$ cat src/rtl/imem_loader_pkg.sv
// Shared definitions for the instruction-memory loader.
//   state_e : loader FSM states
//   INSTR_W : instruction word width
package imem_loader_pkg;

  localparam int INSTR_W = 16;

  typedef enum logic [1:0] {
    RUN   = 2'd0,  // pipeline running, loader idle
    LOAD  = 2'd1,  // pipeline held, waiting for commit presses
    WRITE = 2'd2,  // single-cycle write strobe to instruction memory
    HOLD  = 2'd3   // pipeline still held for a fixed time after loading
  } state_e;

endpackage

$ cat src/rtl/imem_loader_if.sv
// Bundle between the loader, the operator inputs and the instruction-memory write port.
//   master : loader side (samples switches/button/data, drives write port and status)
//   slave  : board/memory side (drives switches/button/data, consumes write port and status)
//   load_mode, commit_btn : raw asynchronous operator inputs
//   data_in               : instruction word presented on the switches
//   imem_wr_en/addr/data  : instruction-memory write port
//   cpu_rst               : active-high pipeline reset
//   word_count, full      : progress of the current load session
interface imem_loader_if
  import imem_loader_pkg::*;
#(
  parameter int ADDR_W = 4
);

  logic               load_mode;
  logic               commit_btn;
  logic [INSTR_W-1:0] data_in;
  logic               imem_wr_en;
  logic [ADDR_W-1:0]  imem_wr_addr;
  logic [INSTR_W-1:0] imem_wr_data;
  logic               cpu_rst;
  logic [ADDR_W:0]    word_count;
  logic               full;

  modport master (
    input  load_mode, commit_btn, data_in,
    output imem_wr_en, imem_wr_addr, imem_wr_data, cpu_rst, word_count, full
  );

  modport slave (
    output load_mode, commit_btn, data_in,
    input  imem_wr_en, imem_wr_addr, imem_wr_data, cpu_rst, word_count, full
  );

endinterface

$ cat src/rtl/input_debouncer.sv
// Synchronizes one raw asynchronous input and accepts a new level only after it has
// been stable for DEB_CYCLES consecutive clocks.
//   clk, rst : clock, asynchronous active-low reset
//   i_raw    : raw input (switch or button)
//   o_level  : accepted (debounced) level
//   o_rise   : one-cycle pulse coincident with an accepted 0->1 transition
// Raw edge to accepted level takes 2 + DEB_CYCLES clocks.
module input_debouncer #(
  parameter int DEB_CYCLES = 16
) (
  input  logic clk,
  input  logic rst,
  input  logic i_raw,
  output logic o_level,
  output logic o_rise
);

  localparam int CNT_W = (DEB_CYCLES > 1) ? $clog2(DEB_CYCLES) : 1;
  localparam logic [CNT_W-1:0] CNT_LAST = CNT_W'(DEB_CYCLES - 1);

  logic             r_sync1;
  logic             r_sync2;
  logic             r_level;
  logic             r_rise;
  logic [CNT_W-1:0] r_cnt;

  // NOTE: sequential state uses non-blocking assignments so every flop samples
  // pre-edge values; blocking here would collapse the synchronizer into one stage.
  always_ff @(posedge clk or negedge rst) begin
    if (!rst) begin
      r_sync1 <= 1'b0;
      r_sync2 <= 1'b0;
      r_level <= 1'b0;
      r_rise  <= 1'b0;
      r_cnt   <= '0;
    end else begin
      r_sync1 <= i_raw;
      r_sync2 <= r_sync1;
      r_rise  <= 1'b0;
      // Any sample equal to the accepted level restarts the stability window.
      if (r_sync2 == r_level) begin
        r_cnt <= '0;
      end else if (r_cnt == CNT_LAST) begin
        r_level <= r_sync2;
        r_rise  <= r_sync2;
        r_cnt   <= '0;
      end else begin
        r_cnt <= r_cnt + 1'b1;
      end
    end
  end

  assign o_level = r_level;
  assign o_rise  = r_rise;

endmodule

$ cat src/rtl/imem_loader.sv
// Writes operator-entered instructions into sequential instruction-memory addresses,
// one word per debounced commit press, and holds the pipeline in reset while loading
// and for RST_HOLD cycles afterwards so fetch restarts at PC 0.
//   clk, rst : clock, asynchronous active-low reset
//   bus      : imem_loader_if master (operator inputs, write port, cpu_rst, status)
module imem_loader
  import imem_loader_pkg::*;
#(
  parameter int ADDR_W     = 4,
  parameter int DEB_CYCLES = 16,
  parameter int RST_HOLD   = 4
) (
  input  logic           clk,
  input  logic           rst,
  imem_loader_if.master  bus
);

  localparam int CNT_W  = ADDR_W + 1;
  localparam int HOLD_W = (RST_HOLD > 1) ? $clog2(RST_HOLD) : 1;
  localparam logic [CNT_W-1:0]  FULL_COUNT = CNT_W'(2 ** ADDR_W);
  localparam logic [HOLD_W-1:0] HOLD_LOAD  = HOLD_W'(RST_HOLD - 1);

  logic w_load_level;
  logic w_unused_load_rise;
  logic w_commit_level_unused;
  logic w_commit_rise;

  input_debouncer #(.DEB_CYCLES(DEB_CYCLES)) u_deb_load (
    .clk     (clk),
    .rst     (rst),
    .i_raw   (bus.load_mode),
    .o_level (w_load_level),
    .o_rise  (w_unused_load_rise)
  );

  input_debouncer #(.DEB_CYCLES(DEB_CYCLES)) u_deb_commit (
    .clk     (clk),
    .rst     (rst),
    .i_raw   (bus.commit_btn),
    .o_level (w_commit_level_unused),
    .o_rise  (w_commit_rise)
  );

  state_e              r_state;
  state_e              w_state_nxt;
  logic [ADDR_W-1:0]   r_addr;
  logic [ADDR_W-1:0]   w_addr_nxt;
  logic [CNT_W-1:0]    r_count;
  logic [CNT_W-1:0]    w_count_nxt;
  logic [INSTR_W-1:0]  r_data;
  logic [INSTR_W-1:0]  w_data_nxt;
  logic [HOLD_W-1:0]   r_hold;
  logic [HOLD_W-1:0]   w_hold_nxt;
  logic                r_cpu_rst;
  logic                r_wr_en;
  logic                r_full;

  always_ff @(posedge clk or negedge rst) begin
    if (!rst) r_state <= HOLD;
    else      r_state <= w_state_nxt;
  end

  // NOTE: every always_comb output gets a default before the case so no path
  // leaves a signal unassigned and a latch is never inferred.
  always_comb begin
    w_state_nxt = r_state;
    w_addr_nxt  = r_addr;
    w_count_nxt = r_count;
    w_data_nxt  = r_data;
    w_hold_nxt  = r_hold;
    unique case (r_state)
      RUN: begin
        if (w_load_level) begin
          w_state_nxt = LOAD;
          w_addr_nxt  = '0;
          w_count_nxt = '0;
        end
      end
      LOAD: begin
        // Leaving load mode takes priority over a coincident commit press.
        if (!w_load_level) begin
          w_state_nxt = HOLD;
          w_hold_nxt  = HOLD_LOAD;
        end else if (w_commit_rise && !r_full) begin
          w_state_nxt = WRITE;
          w_data_nxt  = bus.data_in;
        end
      end
      WRITE: begin
        w_state_nxt = LOAD;
        w_addr_nxt  = r_addr + 1'b1;  // wraps at capacity; full stops further writes
        if (r_count != FULL_COUNT) w_count_nxt = r_count + 1'b1;
      end
      HOLD: begin
        if (w_load_level) begin
          w_state_nxt = LOAD;
          w_addr_nxt  = '0;
          w_count_nxt = '0;
        end else if (r_hold == '0) begin
          w_state_nxt = RUN;
        end else begin
          w_hold_nxt = r_hold - 1'b1;
        end
      end
      default: begin
        w_state_nxt = HOLD;
        w_hold_nxt  = HOLD_LOAD;
      end
    endcase
  end

  // Outputs are registered from the next state so they are glitch-free and line up
  // with the state they describe.
  always_ff @(posedge clk or negedge rst) begin
    if (!rst) begin
      r_addr    <= '0;
      r_count   <= '0;
      r_data    <= '0;
      r_hold    <= HOLD_LOAD;
      r_cpu_rst <= 1'b1;
      r_wr_en   <= 1'b0;
      r_full    <= 1'b0;
    end else begin
      r_addr    <= w_addr_nxt;
      r_count   <= w_count_nxt;
      r_data    <= w_data_nxt;
      r_hold    <= w_hold_nxt;
      r_cpu_rst <= (w_state_nxt != RUN);
      r_wr_en   <= (w_state_nxt == WRITE);
      r_full    <= (w_count_nxt == FULL_COUNT);
    end
  end

  assign bus.imem_wr_en   = r_wr_en;
  assign bus.imem_wr_addr = r_addr;
  assign bus.imem_wr_data = r_data;
  assign bus.cpu_rst      = r_cpu_rst;
  assign bus.word_count   = r_count;
  assign bus.full         = r_full;

endmodule
$ cat src/flat_wrapper.sv
// flat-port wrapper written by rule: the top's interface ports become plain ports
module imem_loader_flat import imem_loader_pkg::*;
#(
  parameter int ADDR_W     = 4,
  parameter int DEB_CYCLES = 16,
  parameter int RST_HOLD   = 4
)
  (clk, rst, bus_load_mode, bus_commit_btn, bus_data_in, bus_imem_wr_en, bus_imem_wr_addr, bus_imem_wr_data, bus_cpu_rst, bus_word_count, bus_full);
  imem_loader_if #(.ADDR_W(ADDR_W)) bus_i ();
  input  logic clk;
  input  logic rst;
  input wire logic [$bits(bus_i.load_mode)-1:0] bus_load_mode;
  input wire logic [$bits(bus_i.commit_btn)-1:0] bus_commit_btn;
  input wire logic [$bits(bus_i.data_in)-1:0] bus_data_in;
  output wire logic [$bits(bus_i.imem_wr_en)-1:0] bus_imem_wr_en;
  output wire logic [$bits(bus_i.imem_wr_addr)-1:0] bus_imem_wr_addr;
  output wire logic [$bits(bus_i.imem_wr_data)-1:0] bus_imem_wr_data;
  output wire logic [$bits(bus_i.cpu_rst)-1:0] bus_cpu_rst;
  output wire logic [$bits(bus_i.word_count)-1:0] bus_word_count;
  output wire logic [$bits(bus_i.full)-1:0] bus_full;
  assign bus_i.load_mode = bus_load_mode;
  assign bus_i.commit_btn = bus_commit_btn;
  assign bus_i.data_in = bus_data_in;
  assign bus_imem_wr_en = bus_i.imem_wr_en;
  assign bus_imem_wr_addr = bus_i.imem_wr_addr;
  assign bus_imem_wr_data = bus_i.imem_wr_data;
  assign bus_cpu_rst = bus_i.cpu_rst;
  assign bus_word_count = bus_i.word_count;
  assign bus_full = bus_i.full;
  imem_loader #(.ADDR_W(ADDR_W), .DEB_CYCLES(DEB_CYCLES), .RST_HOLD(RST_HOLD)) u_core (.clk(clk), .rst(rst), .bus(bus_i));
endmodule
$ cat config.mk
export PLATFORM = sky130hd
export DESIGN_NAME = imem_loader_flat
export DESIGN_NICKNAME = d
export VERILOG_FILES = /design/src/rtl/imem_loader_pkg.sv /design/src/rtl/imem_loader_if.sv /design/src/rtl/input_debouncer.sv /design/src/rtl/imem_loader.sv /design/src/flat_wrapper.sv
export SDC_FILE = /design/constraint.sdc
export NUM_CORES = 1
export LEC_CHECK = 0
export BUFFER_PORTS_ARGS = -buffer_cell sky130_fd_sc_hd__clkbuf_2
export CAP_MARGIN = 0
export CORE_ASPECT_RATIO = 0.8
export CORE_MARGIN = 2
export CORE_UTILIZATION = 53
export DETAILED_ROUTE_END_ITERATION = 10
export PLACE_DENSITY_LB_ADDON = 0.1
export SYNTH_ARGS = -nofsm -noshare
export SYNTH_HDL_FRONTEND = slang
export SYNTH_SLANG_ARGS = --single-unit
$ cat constraint.sdc
create_clock -name clk -period 2.3 [get_ports clk]
set_input_delay 0.46 -clock clk [delete_from_list [all_inputs] [get_ports clk]]
set_output_delay 0.46 -clock clk [all_outputs]
set_load 0.02 [all_outputs]
==> results of run 1 <==
[how the worst min path moves through the flow]
stage	from	endpoint	slack (ns)
3_5_place_dp	u_core.u_deb_commit.r_sync1	u_core.u_deb_commit.r_sync2	0.34
4_1_cts	bus_commit_btn	u_core.u_deb_commit.r_sync1	0.26
3_3_place_gp	u_core.u_deb_load.r_sync1	u_core.u_deb_load.r_sync2	0.33
2_1_floorplan	rst	u_core.bus.full	0.16
6_report	rst	u_core.bus.word_count[2]	0.27
5_1_grt	bus_commit_btn	u_core.u_deb_commit.r_sync1	0.25
[cells by family (layout without fill, tap and decap cells)]
group                      after synthesis  after routing  share of synthesized area
DFF                                     47             47                      0.563
xor gates and xnor gates                 5              5                     0.0208
AOI/OAI and AO/OA                       32             32                     0.0953
muxes                                   20             20                      0.107
and+or+nand+nor                         41             41                      0.125
adders and majority gates               10             10                     0.0596
buffers and inverters                   16             71                     0.0298
[metal layers]
layer  global-route usage  share of wire  vias to the layer above
met2                0.296           0.49                       39
li1                     -              -                      708
met1                0.259           0.45                      721
met5                    0              0                        -
met4               0.0765          0.016                        0
met3               0.0472          0.042                        9
[power by group through the flow]
| stage | clock network (mW) | registers (mW) | logic, mW |
|---|---|---|---|
| 2_1_floorplan | 0 | 1.11 | 0.495 |
| 3_3_place_gp | 0 | 1.06 | 0.724 |
| 3_5_place_dp | 0 | 1.07 | 0.770 |
| 4_1_cts | 0.632 | 1.06 | 0.773 |
| 5_1_grt | 0.671 | 1.07 | 0.873 |
| 6_report | 0.624 | 1.06 | 0.772 |
[cells in the final DEF, fill, tap and decap left out, types with 2 or more instances in the layout]
cell type  instances
mux2_2             6
nand2_1            4
clkbuf_8           6
inv_1             13
o21ai_0            8
nor2b_1            6
nor3b_1            4
nor2_1            10
nand4b_1           2
xnor2_1            5
dfrtp_1           42
a21oi_1           11
clkbuf_2          47
nand3_1            6
ha_1              10
a22o_1             3
buf_4              3
mux2_1            13
dfstp_2            5
[through the flow]
step | power (mW) | worst slack [ns] | area (sq um) | utilization
3_5_place_dp | 1.84 | 0.259 | 2410 | 0.635
4_1_cts | 2.46 | 0.215 | 2530 | 0.665
3_3_place_gp | 1.78 | 0.384 | 2410 | 0.635
2_1_floorplan | 1.61 | 0.471 | 2100 | -
6_report | 2.46 | 0.200 | 2530 | 0.665
5_1_grt | 2.62 | 0.0561 | 2530 | 0.665
[cell type report]
| class | count | area share |
|---|---|---|
| Sequential cell | 47 | 0.467 |
| Clock inverter | 2 | 0.0138 |
| Clock buffer | 6 | 0.0326 |
| Tap cell | 55 | 0.0272 |
| Multi-Input combinational cell | 108 | 0.338 |
| Timing Repair Buffer | 50 | 0.102 |
| Inverter | 13 | 0.0193 |
[sequential cells by signal, indices dropped and copies added, names as in the netlist, 2 cells and up]
| signal | cells |
|---|---|
| u_core.u_deb_load.r_cnt | 4 |
| u_core.bus.imem_wr_addr | 4 |
| u_core.bus.imem_wr_data | 16 |
| u_core.r_hold | 2 |
| u_core.u_deb_commit.r_cnt | 4 |
| u_core.r_state | 2 |
| u_core.bus.word_count | 5 |
==> results_dict.tcl, run 1 <==
set metrics [dict create \
    vias 1477 \
    regArea_sq_um 1180 \
    switchingPower_mw 0.842 \
    syn_area_per_cell_sq_um 12.3 \
    power_frac_comb 0.314 \
    die_x_microns 74.4 \
    drtIter0Drc 149 \
    rsz0062_at_grt "false" \
    fmax_mhz 476 \
    cts_root_buffer "clkbuf_8" \
    path_buf_inv 1 \
    drive_gt1_frac 0.323 \
    crit_type "reg2reg" \
    clock_sink_count 47 \
    cp_cell_sequence "inv_1, ha_1, o21bai_1, a21o_1, a22o_1, nor4_4" \
    fin_skew_ns 0.00430 \
    run_status "complete, no violations" \
    worstMarginPinSlew_ns 0.886 \
    wl_per_cell_microns 13.7 \
    io_pins 48 \
    setup.worst_path.start_class "flop" \
    diodes 0 \
    crit_family "compound AO/OA/AOI/OAI gates" \
    cp_slowest_cell "dfstp_2" \
    routabilityCongestion 0.784 \
    ir_drop_v 0.000556 \
    nets 255 \
    p_int_mw 1.61 \
    cts_resized 0 \
    synth_ff_type "dfrtp_1" \
    core_sq_um 3800 \
    dpl.cell_count 273 \
    synth_edf_count 0 \
    cts_setup_buffers 0 \
    reg2reg_from "u_core.r_state[1]" \
    cap_violations 0 \
    r2r_setup_slack_ns 0.20 \
    ff2ff_path_depth 6 \
    synthTopCellsByArea "dfrtp_1 50%, mux2_1 7.0%, dfstp_2 6.3%, ha_1 6.0%, mux2_2 3.2%" \
    fin_crit_sh 0.913 \
    hold_buffers 0 \
    drc 0 \
    ys_types 38 \
    yosysMostFrequentCell "dfrtp_1" \
    fillerInstances 297 \
    netlist_area_sq_um 2100 \
    syn_inst 171 \
    ys_top_cells_by_count "42 x dfrtp_1, 13 x inv_1, 13 x mux2_1" \
    ys_ff_latch 47 \
    synth_nets 201 \
    slew_headroom 0.409 \
    swShare 0.343 \
    required_ns 2.50 \
    setup_viol 0 \
    num_rows 20 \
    seqPwrFrac 0.431 \
    antenna_found_initial 0 \
    worstSkewPairLatency_ns 0.30 \
    vias_per_cell 5.26 \
    ant_nets 0 \
    end_kind "flop" \
    hold_viol 0 \
    dp_hpwl_mm 2.86 \
    arrival_ns 2.30 \
    worstHoldPathType "in2async" \
    yosys.area.top_type "dfrtp_1" \
    start_util 0.552 \
    cts_inserted_buffers 5 \
    port_buffers 47 \
    grt_use_total 0.190 \
    grt_pass1_wl_mm 6.33 \
    crit_start "u_core.r_state[1]" \
    yosys_warnings 0 \
    period_needed_ns 2.10 \
    p_leak_nw 1.23 \
    layout.cells.non_filler 281 \
    p_per_area_nw_per_um2 970 \
    crit_path_end "u_core.bus.full" \
    worstReg2RegEnd "u_core.bus.full" \
    clkTransAtPathRegs_ns 0.09 \
    worstPathMaxFanout 8 \
    yosys.area.top_type_share 0.500 \
    synthToLayoutAreaGrowth_pct 20.5 \
    clock_path_buffers 2 \
    dieArea_sq_um 4490 \
    yosysSeqAreaShare 0.563 \
    die_h_microns 60.3 \
    holdWs_ns 0.269 \
    p_clk_frac 0.254 \
    grt_pass1_vias 1396 \
    overflow 0 \
    h-tree-depth 2 \
    wirelength_mm 3.85 \
    slew_viol_final 0 \
    cts_tree "yes" \
    grt_max_degree 38 \
    cp.depth 6 \
    max_stage_delay_ns 0.57 \
    drt_first_pass_iters 4 \
    async_flop_share 1.00 \
    multi_input_area_sq_um 856 \
    fin_tns_setup_ns 0 \
]
Note: power is estimated with default switching activity, not from simulation.
==> run 2: changes to the inputs <==
- PLACE_DENSITY: unset -> 0.82
- PLACE_DENSITY_LB_ADDON: 0.1 -> unset
==> run 2 against run 1 <==
Effect of this change: cell area barely moved; non-clock buffer count shrank 1; sequential power about the same; die area stayed put; core utilization increased by 0.066 points; via count shrank 3.0%; critical endpoint unchanged.
==> results_dict.tcl, run 2 (synthesized netlist as in run 1, its figures left out) <==
set metrics [dict create \
    run_status "complete, no violations" \
    overflow 0 \
    stdcell_area_sq_um 2530 \
    dp_hpwl_mm 2.69 \
    switchingPower_mw 0.835 \
    period_needed_ns 2.03 \
    ff2ff_path_depth 6 \
    crit_family "compound AO/OA/AOI/OAI gates" \
    grt_pass1_wl_mm 6.16 \
    cp_slowest_cell "dfstp_2" \
    grt_max_degree 48 \
    drt_first_pass_iters 4 \
    cap_violations 0 \
    final_cell_mix "47 x clkbuf_2, 42 x dfrtp_1, 13 x inv_1, 13 x mux2_1, 11 x a21oi_1" \
    grt_pass1_vias 1340 \
    dpl_cell_area_sq_um 2420 \
    fin_skew_ns 0.00851 \
    met1_length_mm 1.66 \
    clock_sink_count 47 \
    p_per_area_nw_per_um2 956 \
    cts_tree "yes" \
    vias_per_cell 5.12 \
    cp_cell_sequence "inv_1, ha_1, o21bai_1, a21o_1, a22o_1, nor4_4" \
    multi_input_area_sq_um 856 \
    end_kind "flop" \
    setup.worst_path.start_class "flop" \
    h-tree-depth 2 \
    p_clk_frac 0.251 \
    fin_crit_sh 0.881 \
    regArea_sq_um 1180 \
    diodes 0 \
    start_util 0.552 \
    cts_root_buffer "clkbuf_8" \
    num_rows 20 \
    seqPwrFrac 0.433 \
    cts_resized 0 \
    worstMarginPinSlew_ns 0.427 \
    fin_tns_setup_ns 0 \
    worstSkewPairLatency_ns 0.30 \
    swShare 0.345 \
    slew_viol_final 0 \
    slew_headroom 0.715 \
    fmax_mhz 494 \
    crit_type "reg2reg" \
    dpl_worst_slack_ns 0.312 \
    worstPathMaxFanout 8 \
    die_h_microns 60.3 \
    nets 254 \
    p_int_mw 1.59 \
    met2_length_mm 1.83 \
    finalPower_mw 2.42 \
    drtIter0Drc 73 \
    io_pins 48 \
    grt_use_total 0.185 \
    top_layer "met4" \
    dr_wl_met3_microns 122 \
    rsz0062_at_grt "false" \
    drc 0 \
    power_frac_comb 0.315 \
    max_stage_delay_ns 0.57 \
    hold_buffers 0 \
    wl_per_cell_microns 13.1 \
    drive_gt1_frac 0.320 \
    vias 1433 \
    setup_slack_ns 0.275 \
    setup_viol 0 \
    p_leak_nw 1.23 \
    synthToLayoutAreaGrowth_pct 20.6 \
    arrival_ns 2.24 \
    clkTransAtPathRegs_ns 0.08 \
    hold_viol 0 \
    fillerInstances 309 \
    wirelength_mm 3.68 \
    cts_inserted_buffers 5 \
    final_common_cell "clkbuf_2" \
    routabilityCongestion 0.804 \
    core_sq_um 3800 \
    cp.depth 6 \
    cts_setup_buffers 0 \
    required_ns 2.51 \
    worstHoldPathType "in2async" \
    largest_reg_flops 16 \
    ir_drop_v 0.000526 \
    path_buf_inv 1 \
    clock_path_buffers 2 \
    antenna_found_initial 0 \
    die_x_microns 74.4 \
    port_buffers 47 \
    dieArea_sq_um 4490 \
    ant_nets 0 \
]
run 2: path summary, 6_finish.rpt:
path                            slack (ns)                       from                     endpoint
worst max-delay path                  0.27          u_core.r_state[1]              u_core.bus.full
worst min-delay path                  0.13                        rst   u_core.u_deb_load.r_cnt[2]
worst max register to register        0.27          u_core.r_state[1]              u_core.bus.full
worst min register to register        0.36  u_core.u_deb_load.r_sync1    u_core.u_deb_load.r_sync2
max in group asynchronous             1.90                        rst             u_core.r_hold[1]
min in group clk                      0.26             bus_commit_btn  u_core.u_deb_commit.r_sync1
run 2: power groups by stage:
stage,Clock (mW),Combinational (mW),Sequential [mW]
global placement,0,0.733,1.06
global route,0.668,0.870,1.07
floorplan,0,0.495,1.11
CTS,0.630,0.767,1.05
finish,0.609,0.764,1.05
detailed placement,0,0.758,1.07
run 2: routing by layer:
metal,GRT usage,vias to the layer above
met1,0.236,698
met4,0.0765,0
met2,0.307,26
li1,-,702
met3,0.0455,7
met5,0,-
run 2: final cells by class:
cell class / instances / share of cell area
well taps: 55 / 0.0272
clock buffers: 5 / 0.0272
flip-flops and latches: 47 / 0.467
clock inverters: 3 / 0.0183
multi-input cells: 108 / 0.338
inverters: 13 / 0.0193
repair buffers: 49 / 0.104
run 2: stage by stage:
stage | utilization | cells | hold WS (ns)
after floorplan | - | 171 | 0.164
after global placement | 0.636 | 272 | 0.332
after detailed placement | 0.636 | 272 | 0.338
after CTS | 0.666 | 280 | 0.133
after global routing | 0.666 | 280 | 0.136
final | 0.666 | 280 | 0.130
run 2: worst register-to-register path, stage by stage (launching register included):
cell and delay [ns]:
dfstp_2 0.57, inv_1 0.08, ha_1 0.42, o21bai_1 0.17, a21o_1 0.20, a22o_1 0.27, nor4_4 0.24
==> run 3: changes to the inputs <==
- CELL_PAD_IN_SITES_DETAIL_PLACEMENT: unset -> 1
- CELL_PAD_IN_SITES_GLOBAL_PLACEMENT: unset -> 1
- CORE_UTILIZATION: 53 -> 42
- GPL_TIMING_DRIVEN: unset -> 0
==> run 3 against run 2 <==
Effect of this change: first-iteration DRC count shrank 36%; worst hold slack gained 0.13 ns; register-to-register slack lost 0.04 ns; count of clock-buffer cells in the layout is the same; non-clock buffer count grew 1; combinational power grew 3.1%; largest power group unchanged; maximum frequency shrank 2.2%.
==> results_dict.tcl, run 3 (synthesized netlist as in run 1, its figures left out) <==
set metrics [dict create \
    run_status "complete, no violations" \
    finalPower_mw 2.33 \
    diodes 0 \
    slew_headroom 0.238 \
    overflow 0 \
    worstHoldPathType "in2reg" \
    setup.worst_path.start_class "flop" \
    stdcell_area_sq_um 2500 \
    cp.depth 6 \
    dpl_worst_slack_ns 0.242 \
    cts_setup_buffers 0 \
    cap_violations 0 \
    core_sq_um 4710 \
    crit_type "reg2reg" \
    period_needed_ns 2.07 \
    cp_slowest_cell "dfstp_2" \
    wirelength_mm 4.37 \
    nets 255 \
    crit_path_end "u_core.bus.full" \
    crit_family "compound AO/OA/AOI/OAI gates" \
    p_per_area_nw_per_um2 931 \
    crit_start "u_core.r_state[0]" \
    vias 1494 \
    wl_per_cell_microns 15.3 \
    worstMarginPinSlew_ns 1.14 \
    dpl_cell_area_sq_um 2410 \
    ir_drop_v 0.000398 \
    drt_first_pass_iters 2 \
    worstPathMaxFanout 8 \
    drc 0 \
    worstSkewPairLatency_ns 0.30 \
    path_buf_inv 1 \
    ff2ff_path_depth 6 \
    port_buffers 47 \
    reg2reg_from "u_core.r_state[0]" \
    grt_use_total 0.173 \
    io_pins 48 \
    end_kind "flop" \
    worstReg2RegEnd "u_core.bus.full" \
    hold_buffers 0 \
    fin_crit_sh 0.900 \
    die_h_microns 67.3 \
    r2r_setup_slack_ns 0.23 \
    routabilityCongestion 0.768 \
    cts_inserted_buffers 5 \
    start_util 0.446 \
    fin_tns_setup_ns 0 \
    ant_nets 0 \
    fillerInstances 518 \
    cp_cell_sequence "inv_1, ha_1, o21bai_1, a21o_1, a22o_1, nor4_4" \
    hold_viol 0 \
    cts_resized 0 \
    setup_viol 0 \
    h-tree-depth 2 \
    slew_viol_final 0 \
    arrival_ns 2.28 \
    required_ns 2.51 \
    dp_hpwl_mm 3.34 \
    grt_pass1_vias 1612 \
    dieArea_sq_um 5590 \
    cts_tree "yes" \
    final_common_cell "clkbuf_2" \
    clkTransAtPathRegs_ns 0.09 \
    final_cell_mix "47 x clkbuf_2, 42 x dfrtp_1, 13 x inv_1, 13 x mux2_1, 11 x a21oi_1" \
    holdWs_ns 0.262 \
    cts_root_buffer "clkbuf_8" \
    max_stage_delay_ns 0.58 \
    clock_path_buffers 2 \
    antenna_found_initial 0 \
    setup_slack_ns 0.230 \
    vias_per_cell 5.22 \
    largest_reg_flops 16 \
    fin_skew_ns 0.00756 \
    synthToLayoutAreaGrowth_pct 18.9 \
    rsz0062_at_grt "false" \
    grt_max_degree 48 \
    die_x_microns 83.1 \
    p_leak_nw 1.21 \
    num_rows 22 \
    drtIter0Drc 47 \
    clock_sink_count 47 \
    grt_pass1_wl_mm 7.59 \
    drive_gt1_frac 0.319 \
    fmax_mhz 483 \
]
run 3: cell count changes in the layout (fill, tap and decap cells not counted):
cell | previous run | this run
clkinvlp_4 | 1 | 0
clkbuf_1 | 0 | 1
clkinv_2 | 0 | 2
bufinv_16 | 1 | 0
buf_4 | 1 | 0
buf_2 | 0 | 2
buf_12 | 1 | 0
run 3: worst min path at each step:
stage | startpoint | end | slack (ns) | cells after the start
2_1_floorplan | rst | u_core.bus.full | 0.16 | 0
3_3_place_gp | u_core.u_deb_commit.r_sync1 | u_core.u_deb_commit.r_sync2 | 0.33 | 0
3_5_place_dp | u_core.u_deb_load.r_sync1 | u_core.u_deb_load.r_sync2 | 0.34 | 0
4_1_cts | bus_commit_btn | u_core.u_deb_commit.r_sync1 | 0.25 | 1
5_1_grt | bus_load_mode | u_core.u_deb_load.r_sync1 | 0.25 | 1
6_report | bus_commit_btn | u_core.u_deb_commit.r_sync1 | 0.26 | 1
run 3: cell type report:
type	instances	area (sq um)	share of cell area
sequential	47	1180	0.473
multi-input combinational	108	856	0.343
timing repair buffer	47	235	0.0941
tap	60	75.1	0.0300
clock buffer	5	68.8	0.0275
inverter	13	48.8	0.0195
clock inverter	3	18.8	0.00751
buffer	3	13.8	0.00551
run 3: power breakdown:
part	switching, mW	internal, mW	leakage [nW]
sequential	0.0968	0.955	0.584
clock	0.272	0.214	0.0483
combinational	0.484	0.305	0.582
run 3: through the flow:
| stage | util | cells |
|---|---|---|
| floorplan | - | 171 |
| global placement | 0.512 | 278 |
| detailed placement | 0.512 | 278 |
| CTS | 0.531 | 286 |
| global route | 0.531 | 286 |
| finish | 0.531 | 286 |
run 3: metal layers:
layer  global-route usage  part of all wire  routed length [microns]  vias to the layer above
met4               0.0697             0.022                       95                        0
met1                0.208              0.44                     1940                      758
met2                0.305              0.50                     2200                       20
met3               0.0428             0.032                      142                       10
met5                    0                 0                        0                        -
li1                     -                 -                        -                      706
run 3: worst register-to-register path, delay by kind of cell, from the launching register on:
kind	cells	cell delay [ns]
compound gates	3	0.65
fa+ha+maj	1	0.43
buf+inv	1	0.07
flops	1	0.58
simple gates	1	0.25
